--- src/rtl/execute_memory_skid_pipeline_if.sv ---
`default_nettype none
// ============================================================================
// Module   : execute_memory_skid_pipeline_if
// Purpose  : EX->MEM beat bundle: valid/ready handshake plus the E-side and
//            M-side copies of the pipeline fields.
// Revision : 1.0 - initial release
// ============================================================================
interface execute_memory_skid_pipeline_if #(
  parameter int DATA_W = 32,
  parameter int REG_W  = 5,
  parameter int PC_W   = 32
);
  logic              in_valid;
  logic              in_ready;
  logic              RegWriteE;
  logic              MemtoRegE;
  logic              MemWriteE;
  logic              BranchE;
  logic [DATA_W-1:0] ALUResultE;
  logic              ZeroFlagE;
  logic [DATA_W-1:0] WriteDataE;
  logic [REG_W-1:0]  WriteRegE;
  logic [PC_W-1:0]   PCBranch_ResultE;

  logic              out_valid;
  logic              out_ready;
  logic              RegWriteM;
  logic              MemtoRegM;
  logic              MemWriteM;
  logic              BranchM;
  logic [DATA_W-1:0] ALUResultM;
  logic              ZeroFlagM;
  logic [DATA_W-1:0] WriteDataM;
  logic [REG_W-1:0]  WriteRegM;
  logic [PC_W-1:0]   PCBranch_ResultM;

  modport slave (
    input  in_valid, RegWriteE, MemtoRegE, MemWriteE, BranchE,
           ALUResultE, ZeroFlagE, WriteDataE, WriteRegE, PCBranch_ResultE,
           out_ready,
    output in_ready, out_valid, RegWriteM, MemtoRegM, MemWriteM, BranchM,
           ALUResultM, ZeroFlagM, WriteDataM, WriteRegM, PCBranch_ResultM
  );

  modport master (
    output in_valid, RegWriteE, MemtoRegE, MemWriteE, BranchE,
           ALUResultE, ZeroFlagE, WriteDataE, WriteRegE, PCBranch_ResultE,
           out_ready,
    input  in_ready, out_valid, RegWriteM, MemtoRegM, MemWriteM, BranchM,
           ALUResultM, ZeroFlagM, WriteDataM, WriteRegM, PCBranch_ResultM
  );
endinterface
`default_nettype wire

--- src/rtl/execute_memory_skid_pipeline.sv ---
`default_nettype none
// ============================================================================
// Module   : execute_memory_skid_pipeline
// Purpose  : EX/MEM pipeline register with valid/ready flow control, flush and
//            an optional skid entry that registers in_ready.
// Revision : 1.0 - initial release
// ============================================================================
module execute_memory_skid_pipeline #(
  parameter int DATA_W  = 32,
  parameter int REG_W   = 5,
  parameter int PC_W    = 32,
  parameter bit SKID_EN = 1'b1
) (
  input  logic                          clk,
  input  logic                          rst,
  input  logic                          flush,
  execute_memory_skid_pipeline_if.slave bus
);

  localparam int c_CTRL_W    = 4;
  localparam int c_PAYLOAD_W = 2 * DATA_W + 1 + REG_W + PC_W;

  logic [c_CTRL_W-1:0]    w_inCtrl;
  logic [c_PAYLOAD_W-1:0] w_inData;
  logic                   w_inReady;
  logic                   w_accept;
  logic                   w_consume;
  logic                   w_mainFromIn;
  logic                   w_mainFromSkid;
  logic                   w_mainDrain;
  logic                   w_toSkid;

  logic                   w_skidValid;
  logic [c_CTRL_W-1:0]    w_skidCtrl;
  logic [c_PAYLOAD_W-1:0] w_skidData;

  logic                   r_mainValid;
  logic [c_CTRL_W-1:0]    r_mainCtrl;
  logic [c_PAYLOAD_W-1:0] r_mainData;

  assign w_inCtrl = {bus.RegWriteE, bus.MemtoRegE, bus.MemWriteE, bus.BranchE};
  assign w_inData = {bus.ALUResultE, bus.ZeroFlagE, bus.WriteDataE,
                     bus.WriteRegE, bus.PCBranch_ResultE};

  assign w_accept  = bus.in_valid & w_inReady;
  assign w_consume = r_mainValid & bus.out_ready;

  // Main refills from skid first so ordering stays FIFO; the skid only ever
  // holds a beat while main is also full.
  assign w_mainFromSkid = w_skidValid & w_consume;
  assign w_mainFromIn   = w_accept & (~r_mainValid | (w_consume & ~w_skidValid));
  assign w_mainDrain    = w_consume & ~w_mainFromSkid & ~w_mainFromIn;
  assign w_toSkid       = w_accept & r_mainValid & ~w_consume;

  // Control bits are cleared whenever main empties so bubbles present zeros
  // straight from the flops; the data payload simply holds.
  always_ff @(posedge clk or posedge rst) begin
    if (rst) begin
      r_mainValid <= 1'b0;
      r_mainCtrl  <= '0;
      r_mainData  <= '0;
    end else if (flush) begin
      r_mainValid <= 1'b0;
      r_mainCtrl  <= '0;
    end else if (w_mainFromSkid) begin
      r_mainValid <= 1'b1;
      r_mainCtrl  <= w_skidCtrl;
      r_mainData  <= w_skidData;
    end else if (w_mainFromIn) begin
      r_mainValid <= 1'b1;
      r_mainCtrl  <= w_inCtrl;
      r_mainData  <= w_inData;
    end else if (w_mainDrain) begin
      r_mainValid <= 1'b0;
      r_mainCtrl  <= '0;
    end
  end

  generate
    if (SKID_EN) begin : g_skid
      logic                   r_skidValid;
      logic [c_CTRL_W-1:0]    r_skidCtrl;
      logic [c_PAYLOAD_W-1:0] r_skidData;

      always_ff @(posedge clk or posedge rst) begin
        if (rst) begin
          r_skidValid <= 1'b0;
          r_skidCtrl  <= '0;
          r_skidData  <= '0;
        end else if (flush) begin
          r_skidValid <= 1'b0;
          r_skidCtrl  <= '0;
        end else if (w_toSkid) begin
          r_skidValid <= 1'b1;
          r_skidCtrl  <= w_inCtrl;
          r_skidData  <= w_inData;
        end else if (w_mainFromSkid) begin
          r_skidValid <= 1'b0;
          r_skidCtrl  <= '0;
        end
      end

      // Ready depends only on a flop, cutting the MEM stall path.
      assign w_inReady   = ~r_skidValid;
      assign w_skidValid = r_skidValid;
      assign w_skidCtrl  = r_skidCtrl;
      assign w_skidData  = r_skidData;
    end else begin : g_noSkid
      assign w_inReady   = ~r_mainValid | bus.out_ready;
      assign w_skidValid = 1'b0;
      assign w_skidCtrl  = '0;
      assign w_skidData  = '0;
    end
  endgenerate

  assign bus.in_ready  = w_inReady;
  assign bus.out_valid = r_mainValid;
  assign {bus.RegWriteM, bus.MemtoRegM, bus.MemWriteM, bus.BranchM} = r_mainCtrl;
  assign {bus.ALUResultM, bus.ZeroFlagM, bus.WriteDataM,
          bus.WriteRegM, bus.PCBranch_ResultM} = r_mainData;

endmodule
`default_nettype wire

--- src/flat_wrapper.sv ---
// flat-port wrapper written by rule: the top's interface ports become plain ports
module execute_memory_skid_pipeline_flat 
#(
  parameter int DATA_W  = 32,
  parameter int REG_W   = 5,
  parameter int PC_W    = 32,
  parameter bit SKID_EN = 1'b1
)
  (clk, rst, flush, bus_in_valid, bus_RegWriteE, bus_MemtoRegE, bus_MemWriteE, bus_BranchE, bus_ALUResultE, bus_ZeroFlagE, bus_WriteDataE, bus_WriteRegE, bus_PCBranch_ResultE, bus_out_ready, bus_in_ready, bus_out_valid, bus_RegWriteM, bus_MemtoRegM, bus_MemWriteM, bus_BranchM, bus_ALUResultM, bus_ZeroFlagM, bus_WriteDataM, bus_WriteRegM, bus_PCBranch_ResultM);
  execute_memory_skid_pipeline_if #(.DATA_W(DATA_W), .REG_W(REG_W), .PC_W(PC_W)) bus_i ();
  input  logic clk;
  input  logic rst;
  input  logic flush;
  input wire logic [$bits(bus_i.in_valid)-1:0] bus_in_valid;
  input wire logic [$bits(bus_i.RegWriteE)-1:0] bus_RegWriteE;
  input wire logic [$bits(bus_i.MemtoRegE)-1:0] bus_MemtoRegE;
  input wire logic [$bits(bus_i.MemWriteE)-1:0] bus_MemWriteE;
  input wire logic [$bits(bus_i.BranchE)-1:0] bus_BranchE;
  input wire logic [$bits(bus_i.ALUResultE)-1:0] bus_ALUResultE;
  input wire logic [$bits(bus_i.ZeroFlagE)-1:0] bus_ZeroFlagE;
  input wire logic [$bits(bus_i.WriteDataE)-1:0] bus_WriteDataE;
  input wire logic [$bits(bus_i.WriteRegE)-1:0] bus_WriteRegE;
  input wire logic [$bits(bus_i.PCBranch_ResultE)-1:0] bus_PCBranch_ResultE;
  input wire logic [$bits(bus_i.out_ready)-1:0] bus_out_ready;
  output wire logic [$bits(bus_i.in_ready)-1:0] bus_in_ready;
  output wire logic [$bits(bus_i.out_valid)-1:0] bus_out_valid;
  output wire logic [$bits(bus_i.RegWriteM)-1:0] bus_RegWriteM;
  output wire logic [$bits(bus_i.MemtoRegM)-1:0] bus_MemtoRegM;
  output wire logic [$bits(bus_i.MemWriteM)-1:0] bus_MemWriteM;
  output wire logic [$bits(bus_i.BranchM)-1:0] bus_BranchM;
  output wire logic [$bits(bus_i.ALUResultM)-1:0] bus_ALUResultM;
  output wire logic [$bits(bus_i.ZeroFlagM)-1:0] bus_ZeroFlagM;
  output wire logic [$bits(bus_i.WriteDataM)-1:0] bus_WriteDataM;
  output wire logic [$bits(bus_i.WriteRegM)-1:0] bus_WriteRegM;
  output wire logic [$bits(bus_i.PCBranch_ResultM)-1:0] bus_PCBranch_ResultM;
  assign bus_i.in_valid = bus_in_valid;
  assign bus_i.RegWriteE = bus_RegWriteE;
  assign bus_i.MemtoRegE = bus_MemtoRegE;
  assign bus_i.MemWriteE = bus_MemWriteE;
  assign bus_i.BranchE = bus_BranchE;
  assign bus_i.ALUResultE = bus_ALUResultE;
  assign bus_i.ZeroFlagE = bus_ZeroFlagE;
  assign bus_i.WriteDataE = bus_WriteDataE;
  assign bus_i.WriteRegE = bus_WriteRegE;
  assign bus_i.PCBranch_ResultE = bus_PCBranch_ResultE;
  assign bus_i.out_ready = bus_out_ready;
  assign bus_in_ready = bus_i.in_ready;
  assign bus_out_valid = bus_i.out_valid;
  assign bus_RegWriteM = bus_i.RegWriteM;
  assign bus_MemtoRegM = bus_i.MemtoRegM;
  assign bus_MemWriteM = bus_i.MemWriteM;
  assign bus_BranchM = bus_i.BranchM;
  assign bus_ALUResultM = bus_i.ALUResultM;
  assign bus_ZeroFlagM = bus_i.ZeroFlagM;
  assign bus_WriteDataM = bus_i.WriteDataM;
  assign bus_WriteRegM = bus_i.WriteRegM;
  assign bus_PCBranch_ResultM = bus_i.PCBranch_ResultM;
  execute_memory_skid_pipeline #(.DATA_W(DATA_W), .REG_W(REG_W), .PC_W(PC_W), .SKID_EN(SKID_EN)) u_core (.clk(clk), .rst(rst), .flush(flush), .bus(bus_i));
endmodule
--- config.mk ---
export PLATFORM = sky130hd
export DESIGN_NAME = execute_memory_skid_pipeline_flat
export DESIGN_NICKNAME = d
export VERILOG_FILES = /design/src/rtl/execute_memory_skid_pipeline_if.sv /design/src/rtl/execute_memory_skid_pipeline.sv /design/src/flat_wrapper.sv
export SDC_FILE = /design/constraint.sdc
export NUM_CORES = 1
export LEC_CHECK = 0
export CORE_UTILIZATION = 45
export DETAILED_ROUTE_END_ITERATION = 10
export PLACE_DENSITY_LB_ADDON = 0.05
export SETUP_SLACK_MARGIN = 0.3
export SYNTH_ARGS = -nofsm -noshare
export SYNTH_HDL_FRONTEND = slang
export SYNTH_SLANG_ARGS = --single-unit
export TNS_END_PERCENT = 1
--- constraint.sdc ---
create_clock -name clk -period 7 [get_ports clk]
set_clock_uncertainty 0.2 [all_clocks]
set_input_delay 1.05 -clock clk [delete_from_list [all_inputs] [get_ports clk]]
set_output_delay 1.05 -clock clk [all_outputs]
set_load 0.02 [all_outputs]
==> metrics.csv, run 1 <==
stage,metric,value,unit
run_status,status,"finished, final reports clean",
finish,fin nets,919,
worst_setup_path,CP Capture Point,u_core.g_skid.r_skidData[69]$_DFFE_PP0P_,
yosys,Post-Synth Adder-Cell Area,0,%
placement,HPWL after DPL,12800,um
yosys,Compound-Gate Fraction of Synth Area,1.65,%
timing,period utilisation layout,53.2,%
worst_setup_path,WP data required,7.18,ns
worst_setup_path,buffer and inverter count on the worst path,2,
yosys,Ys Warns,0,
cts,Num CTS Buffers,25,
timing,final setup fails,0,
timing,fin. max-slew vios,0,
worst_setup_path,reg2reg end,u_core.g_skid.r_skidData[69]$_DFFE_PP0P_,
yosys,xor and xnor area share after synthesis,0,%
cts,Post-CTS Resized,0,
timing,worst-margin pin slew,1.16,ns
pwr,Max IR drop VDD,219,uV
finish,synthesis-to-layout area growth,34.9,%
cts,# Post-CTS Setup Buffers,0,
worst_setup_path,WS Path Type,primary input to flip-flop,
yosys,post-synthesis area per instance,15.7,um^2
detailed_routing,Via Count,5644,
timing,RSZ-0062 raised after global routing,no,
worst_setup_path,worst reg2reg path startpoint,u_core.g_skid.r_skidValid$_DFFE_PP0P_,
timing,setup_tns,0,ns
worst_setup_path,critical path depth,4,
finish,FF+latch area,5360,um^2
yosys,Simple-Gate Fraction of Synth Area,0.669,%
worst_setup_path,crit path from,flush,
floorplan,Die H,146,um
floorplan,die area,21400,um^2
floorplan,I/O pin count,219,
global_routing,initial antenna violation count,0,
pwr,pwr/cell area,313,nW/um^2
timing,Rel. slew slack,22.9,%
yosys,Yosys reg bits,214,
floorplan,Core Area,20300,um^2
worst_hold_path,Min-Delay Path Class,flip-flop to flip-flop,
yosys,largest family of logic cells by synthesized area,multiplexers,
detailed_routing,Remaining DRCs,0,
worst_setup_path,Crit-path slowest cell,or3_4,
detailed_routing,Initial DRT Pass Iterations,4,
floorplan,Initial Util,46.1,%
detailed_routing,WL/cell,18.1,um
cts,CTS max path bufs,3,
finish,# diodes,0,
global_routing,vias in the first global route,6177,
worst_setup_path,CP Cell Sequence,clkdlybuf4s50_1 -> or3_4 -> buf_4 -> mux2_2,
global_routing,largest net degree at the start of global routing,199,
timing,final worst setup slack,3.27,ns
cts,"Clk pin slew, worst setup/hold paths",0.05,ns
detailed_routing,drt total wl,19800,um
finish,layout cells sized above 1,43.3,%
placement,GP Congestion,0.804,
cts,# clock sinks,214,
detailed_routing,routed vias/inst,5.15,
yosys,Netlist Area Pre-Place,9350,um^2
cts,"Hold-fix buffers, CTS",0,
yosys,number of distinct library cells after synthesis,26,
job,max-capacitance violation count,0,
global_routing,first-pass GRT wire length,32000,um
worst_setup_path,"slowest stage delay, CP",0.93,ns
detailed_routing,Initial DRC Count,225,
worst_setup_path,Crit Path Max Fanout,64,
cts,worst skew pair latency,0.50,ns
worst_setup_path,"setup slack, reg-to-reg",3.99,ns
timing,Max Fclk,0.268,GHz
finish,Multi-input gate area,3790,um^2
global_routing,GR Overflow Total,0,
timing,Final Hold Vio Count,0,
worst_setup_path,top cell family by delay on the critical path,buffers and inverters,
yosys,post-synthesis cell count,594,
placement,port bufs,218,
worst_setup_path,CP Data Arrival Time,3.91,ns
worst_setup_path,worst reg-to-reg path cell count,4,
worst_setup_path,CP Capture Type,flip-flop,
pwr,Leakage,0.00537,uW
finish,# fillers,1582,
cts,root buffer cell,clkbuf_16,
yosys,multiplexer area fraction after synthesis,37.9,%
worst_setup_path,startpoint types,primary input,
placement,Placement Setup Slack,2.77,ns
global_routing,GR Util All Layers,18.7,%
timing,clock period minus worst slack,3.73,ns
floorplan,die width,146,um
floorplan,# rows,52,
cts,CTS tree,done,
cts,H-tree levels,1,
yosys,"Seq/Total Area, Yosys",57.3,%
detailed_routing,Post-DRT Antenna Nets,0,
yosys,Post-Syn Nets,705,
final cells by class:
class                      count  area share [%]
tap                          270            2.68
clock buffer                  38            5.90
multi-input combinational    333            30.0
sequential                   214            42.4
clock inverter                 7           0.922
timing repair buffer         223            17.7
inverter                      11           0.357
state kept, by name (all words and copies together), names as in the netlist:
signal / count
u_core.bus.out_valid: 1
u_core.g_skid.r_skidCtrl: 4
u_core.g_skid.r_skidData: 102
u_core.g_skid.r_skidValid: 1
u_core.r_mainCtrl: 4
u_core.r_mainData: 102
Yosys cell counts (all sizes together):
cell	instances	area (um^2)
a221oi	1	15.0
and3	1	6.26
buf	29	171
mux2	306	3540
nand2	2	7.51
nand3	1	5.00
clkbuf	7	26.3
a31oi	1	6.26
nor2b	1	6.26
a21oi	1	5.00
o2bb2ai	4	35.0
a32oi	4	35.0
nand2b	2	22.5
or3b	1	8.76
o31ai	1	7.51
inv	11	41.3
a21boi	1	7.51
o21a	1	7.51
o32ai	4	35.0
dfrtp	214	5360
or3	1	6.26
power by group:
group,internal [uW],switching [uW]
clock network,841,485
registers,1540,150
logic,550,381
total,2930,1020
kinds of logic after synthesis:
group | after synthesis
AOI/OAI and AO/OA | 18
buffers and inverters | 47
muxes | 306
DFF | 214
and+or+nand+nor | 9
metal layers:
metal	vias to the layer above	track usage, %	wire length (um)
met5	-	0	0
li1	2566	-	-
met2	170	31.3	9450
met4	0	6.04	550
met1	2869	22.9	8310
met3	39	6.22	1520
worst register-to-register path: cells and delay by family, from the launching register on:
| kind | cells | cell delay (ns) |
|---|---|---|
| buffers and inverters | 1 | 0.70 |
| flip-flops | 1 | 0.50 |
| AND/OR/NAND/NOR | 2 | 1.07 |
| multiplexers | 1 | 0.43 |
stage by stage:
stage / total power, uW / instance area (um^2) / hold slack, ns / util, % / std cells
floorplan: 2210 / 9350 / 0.274 / - / 594
global placement: 2610 / 11800 / 0.283 / 57.9 / 1051
detailed placement: 2650 / 11800 / 0.281 / 57.9 / 1051
CTS: 4000 / 12600 / 0.294 / 62.2 / 1096
global route: 4130 / 12600 / 0.317 / 62.2 / 1096
finish: 3940 / 12600 / 0.287 / 62.2 / 1096
worst min-delay path by stage:
stage / start / slack (ns) / endpoint / depth (start not counted)
floorplan: u_core.g_skid.r_skidData[93]$_DFFE_PP0P_ / 0.27 / u_core.g_skid.r_skidData[93]$_DFFE_PP0P_ / 1
global placement: u_core.g_skid.r_skidData[88]$_DFFE_PP0P_ / 0.28 / u_core.g_skid.r_skidData[88]$_DFFE_PP0P_ / 1
detailed placement: u_core.r_mainCtrl[1]$_DFFE_PP0P_ / 0.28 / u_core.r_mainCtrl[1]$_DFFE_PP0P_ / 1
CTS: u_core.r_mainCtrl[1]$_DFFE_PP0P_ / 0.29 / u_core.r_mainCtrl[1]$_DFFE_PP0P_ / 1
global route: u_core.r_mainCtrl[2]$_DFFE_PP0P_ / 0.32 / u_core.r_mainCtrl[2]$_DFFE_PP0P_ / 1
finish: u_core.r_mainCtrl[1]$_DFFE_PP0P_ / 0.29 / u_core.r_mainCtrl[1]$_DFFE_PP0P_ / 1
placed cells by master, fill, tap and decap left out, drive strengths merged, types with 3 or more instances in the layout:
cell           instances
a32oi                  4
buf                    5
bufinv                 3
clkbuf                38
clkdlybuf4s50        218
dfrtp                214
inv                   11
mux2                 306
o2bb2ai                4
o32ai                  4
(Power assumes the default switching activity.)
==> inputs of run 2 (changes only) <==
- clock period: 7 -> 3.7 ns (I/O delays scaled with it)
==> run 2 against run 1 <==
  * Sequential share of layout area barely moved
  * Hold slack got worse by 0.037 ns
  * Highest routed layer unchanged
  * Design area is essentially flat
  * Sequential power rose by 89%
  * Total power is 82% higher
  * Core utilization is essentially flat
  * Via count increased by 0.16%
  * Wire length grew 3.7%
  * Largest cell class unchanged
==> metrics.csv, run 2 (synthesis gave the netlist of run 1 again) <==
stage,metric,value,unit,change
global_routing,largest net degree at the start of global routing,102,,was 199
finish,"most common cell after layout, fill and taps aside",mux2_2,,unchanged
finish,# diodes,0,,unchanged
worst_setup_path,"slowest stage delay, CP",0.68,ns,was 0.93 ns
finish,Post-Layout Cell Count,1102,,was 1096
floorplan,die width,146,um,unchanged
global_routing,first-pass GRT wire length,34000,um,was 32000 um
cts,# clock sinks,214,,unchanged
pwr,Max IR drop VDD,412,uV,was 219 uV
placement,placed insts,1060,,was 1051
worst_setup_path,top cell family by delay on the critical path,buffers and inverters,,unchanged
timing,setup_tns,0,ns,unchanged
global_routing,GRT met1 Usage,25.5,%,was 22.9%
timing,fin. max-slew vios,0,,unchanged
worst_setup_path,Crit-path slowest cell,clkdlybuf4s50_1,,was or3_4
cts,root buffer cell,clkbuf_16,,unchanged
timing,Final Hold Vio Count,0,,unchanged
cts,CTS max path bufs,3,,unchanged
finish,layout cells sized above 1,43.3,%,about the same
detailed_routing,Initial DRC Count,236,,was 225
finish,biggest regs,"u_core.g_skid.r_skidData (102), u_core.r_mainData (102)",,unchanged
detailed_routing,routed vias/inst,5.13,,was 5.15
detailed_routing,WL/cell,18.7,um,was 18.1 um
worst_setup_path,CP Capture Type,primary output,,was flip-flop
floorplan,Die H,146,um,unchanged
global_routing,GRT met3 Usage,5.13,%,was 6.22%
pwr,post-layout power,7190,uW,was 3940 uW
worst_setup_path,crit path from,u_core.bus.out_valid$_DFFE_PP0P_,,was flush
floorplan,Core Area,20300,um^2,unchanged
detailed_routing,Post-DRT Antenna Nets,0,,unchanged
worst_setup_path,buffer and inverter count on the worst path,1,,was 2
worst_setup_path,startpoint types,flip-flop,,was primary input
worst_setup_path,"setup slack, reg-to-reg",1.33,ns,was 3.99 ns
cts,# Post-CTS Setup Buffers,0,,unchanged
finish,# fillers,1557,,was 1582
worst_hold_path,Min-Delay Path Class,primary input to asynchronous set/reset pin,,was flip-flop to flip-flop
detailed_routing,Initial DRT Pass Iterations,4,,unchanged
global_routing,GR Util All Layers,19.8,%,was 18.7%
timing,clock period minus worst slack,2.51,ns,
global_routing,Top Usage Layer GRT,met2,,unchanged
finish,synthesis-to-layout area growth,35.0,%,was 34.9%
timing,worst-margin pin slew,0.546,ns,was 1.16 ns
global_routing,vias in the first global route,6381,,was 6177
detailed_routing,drt total wl,20600,um,was 19800 um
floorplan,# rows,52,,unchanged
pwr,Leakage,0.00537,uW,about the same
cts,H-tree levels,1,,unchanged
worst_setup_path,CP Cell Sequence,clkdlybuf4s50_1,,was clkdlybuf4s50_1 -> or3_4 -> buf_4 -> mux2_2
worst_setup_path,worst reg-to-reg path cell count,4,,unchanged
timing,Hold WS,0.249,ns,was 0.287 ns
floorplan,I/O pin count,219,,unchanged
timing,period utilisation layout,67.9,%,
timing,RSZ-0062 raised after global routing,no,,unchanged
cts,CTS tree,done,,unchanged
cts,"Clk pin slew, worst setup/hold paths",0.06,ns,was 0.05 ns
detailed_routing,Via Count,5653,,was 5644
finish,"commonest cells after routing, fill and taps aside","mux2_2 (281), clkdlybuf4s50_1 (218), dfrtp_1 (214)",,unchanged
job,max-capacitance violation count,0,,unchanged
floorplan,die area,21400,um^2,unchanged
cts,worst skew pair latency,0.50,ns,about the same
worst_setup_path,Crit Path Max Fanout,9,,was 64
timing,Rel. slew slack,63.6,%,was 22.9%
global_routing,met2 Use GR,33.4,%,was 31.3%
timing,Max Fclk,0.398,GHz,
worst_setup_path,CP Data Arrival Time,1.76,ns,was 3.91 ns
finish,Finished Core Util,62.2,%,about the same
worst_setup_path,worst reg2reg path startpoint,u_core.bus.out_valid$_DFFE_PP0P_,,was u_core.g_skid.r_skidValid$_DFFE_PP0P_
placement,GP Congestion,0.784,,was 0.804
cts,Num CTS Buffers,24,,was 25
finish,fin nets,927,,was 919
pwr,pwr/cell area,570,nW/um^2,was 313 nW/um^2
global_routing,initial antenna violation count,0,,unchanged
placement,port bufs,218,,unchanged
floorplan,Initial Util,46.1,%,unchanged
worst_setup_path,reg2reg end,u_core.r_mainData[86]$_DFFE_PP0P_,,was u_core.g_skid.r_skidData[69]$_DFFE_PP0P_
run_status,status,"finished, final reports clean",,unchanged
detailed_routing,Remaining DRCs,0,,unchanged
placement,HPWL after DPL,14000,um,was 12800 um
timing,final setup fails,0,,unchanged
global_routing,GR Overflow Total,0,,unchanged
cts,"Hold-fix buffers, CTS",0,,unchanged
worst_setup_path,WP data required,2.94,ns,was 7.18 ns
worst_setup_path,WS Path Type,flip-flop to primary output,,was primary input to flip-flop
cts,Post-CTS Resized,0,,unchanged
==> run 2: power by group <==
| group | internal (uW) | switching [uW] | total, uW |
|---|---|---|---|
| clock network | 1320 | 895 | 2210 |
| registers | 2910 | 294 | 3200 |
| logic | 1050 | 724 | 1770 |
==> run 2: stage by stage <==
step	area (um^2)	setup slack [ns]
after floorplan	9350	0.161
after global placement	11900	0.755
after detailed placement	11900	0.723
after CTS	12600	1.17
after global routing	12600	1.11
final	12600	1.19
==> run 2: worst max path at each step <==
stage / end / depth (start not counted)
floorplan: u_core.bus.out_valid$_DFFE_PP0P_ / 1
global placement: u_core.g_skid.r_skidData[64]$_DFFE_PP0P_ / 4
detailed placement: u_core.g_skid.r_skidData[98]$_DFFE_PP0P_ / 4
CTS: bus_out_valid / 1
global route: bus_out_valid / 1
finish: bus_out_valid / 1
==> run 2: layer usage <==
layer	share of wire, %	routed length [um]
met5	0	0
met4	2.1	424
met3	6.4	1330
met2	49	9980
met1	43	8830
==> run 2: cell type report <==
type                    count  area, um^2  share of cell area, %
well taps                 270         338                   2.68
clock buffers              39         718                   5.69
inverters                  11        45.0                  0.357
flip-flops and latches    214        5360                   42.4
repair buffers            232        2360                   18.7
multi-input cells         333        3790                   30.0
clock inverters             3        15.0                  0.119
==> inputs of run 3 (changes only) <==
- clock period: 3.7 -> 2.6 ns (I/O delays scaled with it)
==> run 3 against run 2 <==
  * First-iteration DRC count shrank 3.8%
  * Core utilization grew 1.4 points
  * Sequential share of layout area shrank 0.94 points
  * Critical path type unchanged
  * Die area is the same
  * Critical path depth is the same
==> metrics.csv, run 3 (synthesis gave the netlist of run 1 again) <==
stage,metric,value,unit,change
detailed_routing,Post-DRT Antenna Nets,0,,unchanged
timing,Final Hold Vio Count,0,,unchanged
cts,# clock sinks,214,,unchanged
floorplan,die area,21400,um^2,unchanged
floorplan,I/O pin count,219,,unchanged
worst_setup_path,CP Capture Type,primary output,,unchanged
timing,clock period minus worst slack,2.23,ns,
cts,CTS tree,done,,unchanged
finish,"commonest cells after routing, fill and taps aside","mux2_2 (281), clkdlybuf4s50_1 (217), dfrtp_1 (213)",,"was mux2_2 (281), clkdlybuf4s50_1 (218), dfrtp_1 (214)"
timing,fin. max-slew vios,0,,unchanged
placement,HPWL after DPL,14000,um,about the same
pwr,pwr/cell area,808,nW/um^2,was 570 nW/um^2
finish,fin nets,939,,was 927
worst_setup_path,startpoint types,flip-flop,,unchanged
global_routing,GR Overflow Total,0,,unchanged
cts,root buffer cell,clkbuf_16,,unchanged
worst_setup_path,Crit-path slowest cell,clkdlybuf4s50_1,,unchanged
cts,H-tree levels,1,,unchanged
cts,CTS max path bufs,3,,unchanged
worst_setup_path,top cell family by delay on the critical path,buffers and inverters,,unchanged
floorplan,Core Area,20300,um^2,unchanged
timing,Hold WS,0.0576,ns,was 0.249 ns
cts,Num CTS Buffers,24,,unchanged
job,max-capacitance violation count,0,,unchanged
timing,period utilisation layout,85.8,%,
cts,# Post-CTS Setup Buffers,0,,unchanged
global_routing,GR Util All Layers,19.5,%,was 19.8%
global_routing,vias in the first global route,6241,,was 6381
cts,"Clk pin slew, worst setup/hold paths",0.06,ns,about the same
worst_setup_path,buffer and inverter count on the worst path,1,,unchanged
cts,worst skew pair latency,0.51,ns,was 0.50 ns
cts,"Hold-fix buffers, CTS",0,,unchanged
detailed_routing,Remaining DRCs,0,,unchanged
detailed_routing,drt total wl,20400,um,was 20600 um
placement,placed insts,1072,,was 1060
global_routing,initial antenna violation count,1,,was 0
floorplan,Initial Util,46.1,%,unchanged
pwr,Leakage,0.00551,uW,was 0.00537 uW
worst_setup_path,WP data required,2.01,ns,was 2.94 ns
pwr,Max IR drop VDD,498,uV,was 412 uV
placement,GP Congestion,0.744,,was 0.784
worst_setup_path,WS Path Type,flip-flop to primary output,,unchanged
worst_setup_path,Crit Path Max Fanout,9,,unchanged
finish,Finished Core Util,63.6,%,was 62.2%
worst_setup_path,reg2reg end,u_core.r_mainData[48]$_DFFE_PP0P_,,was u_core.r_mainData[86]$_DFFE_PP0P_
finish,biggest regs,"u_core.g_skid.r_skidData (102), u_core.r_mainData (102)",,unchanged
floorplan,die width,146,um,unchanged
timing,final setup fails,0,,unchanged
global_routing,first-pass GRT wire length,33400,um,was 34000 um
timing,worst-margin pin slew,0.510,ns,was 0.546 ns
finish,layout cells sized above 1,44.9,%,was 43.3%
finish,Post-Layout Cell Count,1112,,was 1102
placement,Placement Setup Slack,0.0592,ns,was 0.723 ns
run_status,status,"finished, final reports clean",,unchanged
detailed_routing,Initial DRT Pass Iterations,4,,unchanged
timing,RSZ-0062 raised after global routing,no,,unchanged
worst_setup_path,"setup slack, reg-to-reg",0.52,ns,was 1.33 ns
floorplan,Die H,146,um,unchanged
finish,# fillers,1534,,was 1557
finish,synthesis-to-layout area growth,38.1,%,was 35.0%
worst_setup_path,CP Data Arrival Time,1.64,ns,was 1.76 ns
worst_hold_path,Min-Delay Path Class,primary input to asynchronous set/reset pin,,unchanged
timing,setup_tns,0,ns,unchanged
finish,"most common cell after layout, fill and taps aside",mux2_2,,unchanged
timing,Rel. slew slack,65.7,%,was 63.6%
worst_setup_path,worst reg-to-reg path cell count,5,,was 4
placement,port bufs,218,,unchanged
detailed_routing,Via Count,5678,,was 5653
detailed_routing,routed vias/inst,5.11,,was 5.13
worst_setup_path,"slowest stage delay, CP",0.65,ns,was 0.68 ns
global_routing,largest net degree at the start of global routing,51,,was 102
worst_setup_path,worst reg2reg path startpoint,u_core.g_skid.r_skidValid$_DFFE_PP0P_,,was u_core.bus.out_valid$_DFFE_PP0P_
detailed_routing,Initial DRC Count,227,,was 236
floorplan,# rows,52,,unchanged
worst_setup_path,CP Cell Sequence,clkdlybuf4s50_1,,unchanged
timing,final worst setup slack,0.368,ns,was 1.19 ns
timing,Max Fclk,0.448,GHz,
detailed_routing,WL/cell,18.3,um,was 18.7 um
## run 3: stage by stage
stage	cell area, um^2	power (uW)
final	12900	10400
after detailed placement	12100	7190
after global placement	12100	7070
after global routing	12900	10900
after CTS	12900	10600
after floorplan	9350	5940
## run 3: report_power, final
group	switching (uW)	internal, uW	total [uW]
combinational	1040	1530	2570
clock	1270	2040	3310
sequential	409	4140	4550
## run 3: what timing repair did
action | CTS | global route
gates resized for setup | 1 | 1
pin swaps | 0 | 0
endpoints found under the setup margin | 2 | 1
endpoints found under the hold margin | 0 | 0
## run 3: worst max path at each step
stage	start	endpoint	slack, ns	cells after the start
floorplan	rst	u_core.bus.out_valid$_DFFE_PP0P_	-0.77	1
global placement	bus_out_ready	u_core.r_mainData[19]$_DFFE_PP0P_	0.13	6
detailed placement	bus_out_ready	u_core.r_mainData[51]$_DFFE_PP0P_	0.06	6
CTS	u_core.g_skid.r_skidValid$_DFFE_PP0P_	bus_in_ready	0.28	2
global route	u_core.bus.out_valid$_DFFE_PP0P_	bus_out_valid	0.31	1
finish	u_core.bus.out_valid$_DFFE_PP0P_	bus_out_valid	0.37	1
## run 3: cell type report
class                      instances  area (um^2)  area share, %
inverter                          11         45.0          0.349
clock buffer                      38          785           6.08
multi-input combinational        333         3790           29.3
timing repair buffer             244         2590           20.1
tap                              270          338           2.62
sequential                       214         5360           41.5
clock inverter                     1         5.00         0.0388
antenna                            1         2.50         0.0194
## run 3: worst reg2reg max path, delay by kind of cell, from the launching register on
kind                   cells  cell delay, ns
muxes                      1            0.36
AOI/OAI and AO/OA          1            0.32
and+or+nand+nor            1            0.21
DFF                        1            0.47
buffers and inverters      2            0.40
## run 3: per-layer routing
| metal | GRT usage, % | part of all wire, % | vias up |
|---|---|---|---|
| li1 | - | - | 2599 |
| met1 | 24.2 | 43 | 2877 |
| met2 | 32.9 | 48 | 169 |
| met3 | 5.81 | 7.1 | 33 |
| met4 | 5.36 | 2.1 | 0 |
| met5 | 0 | 0 | - |
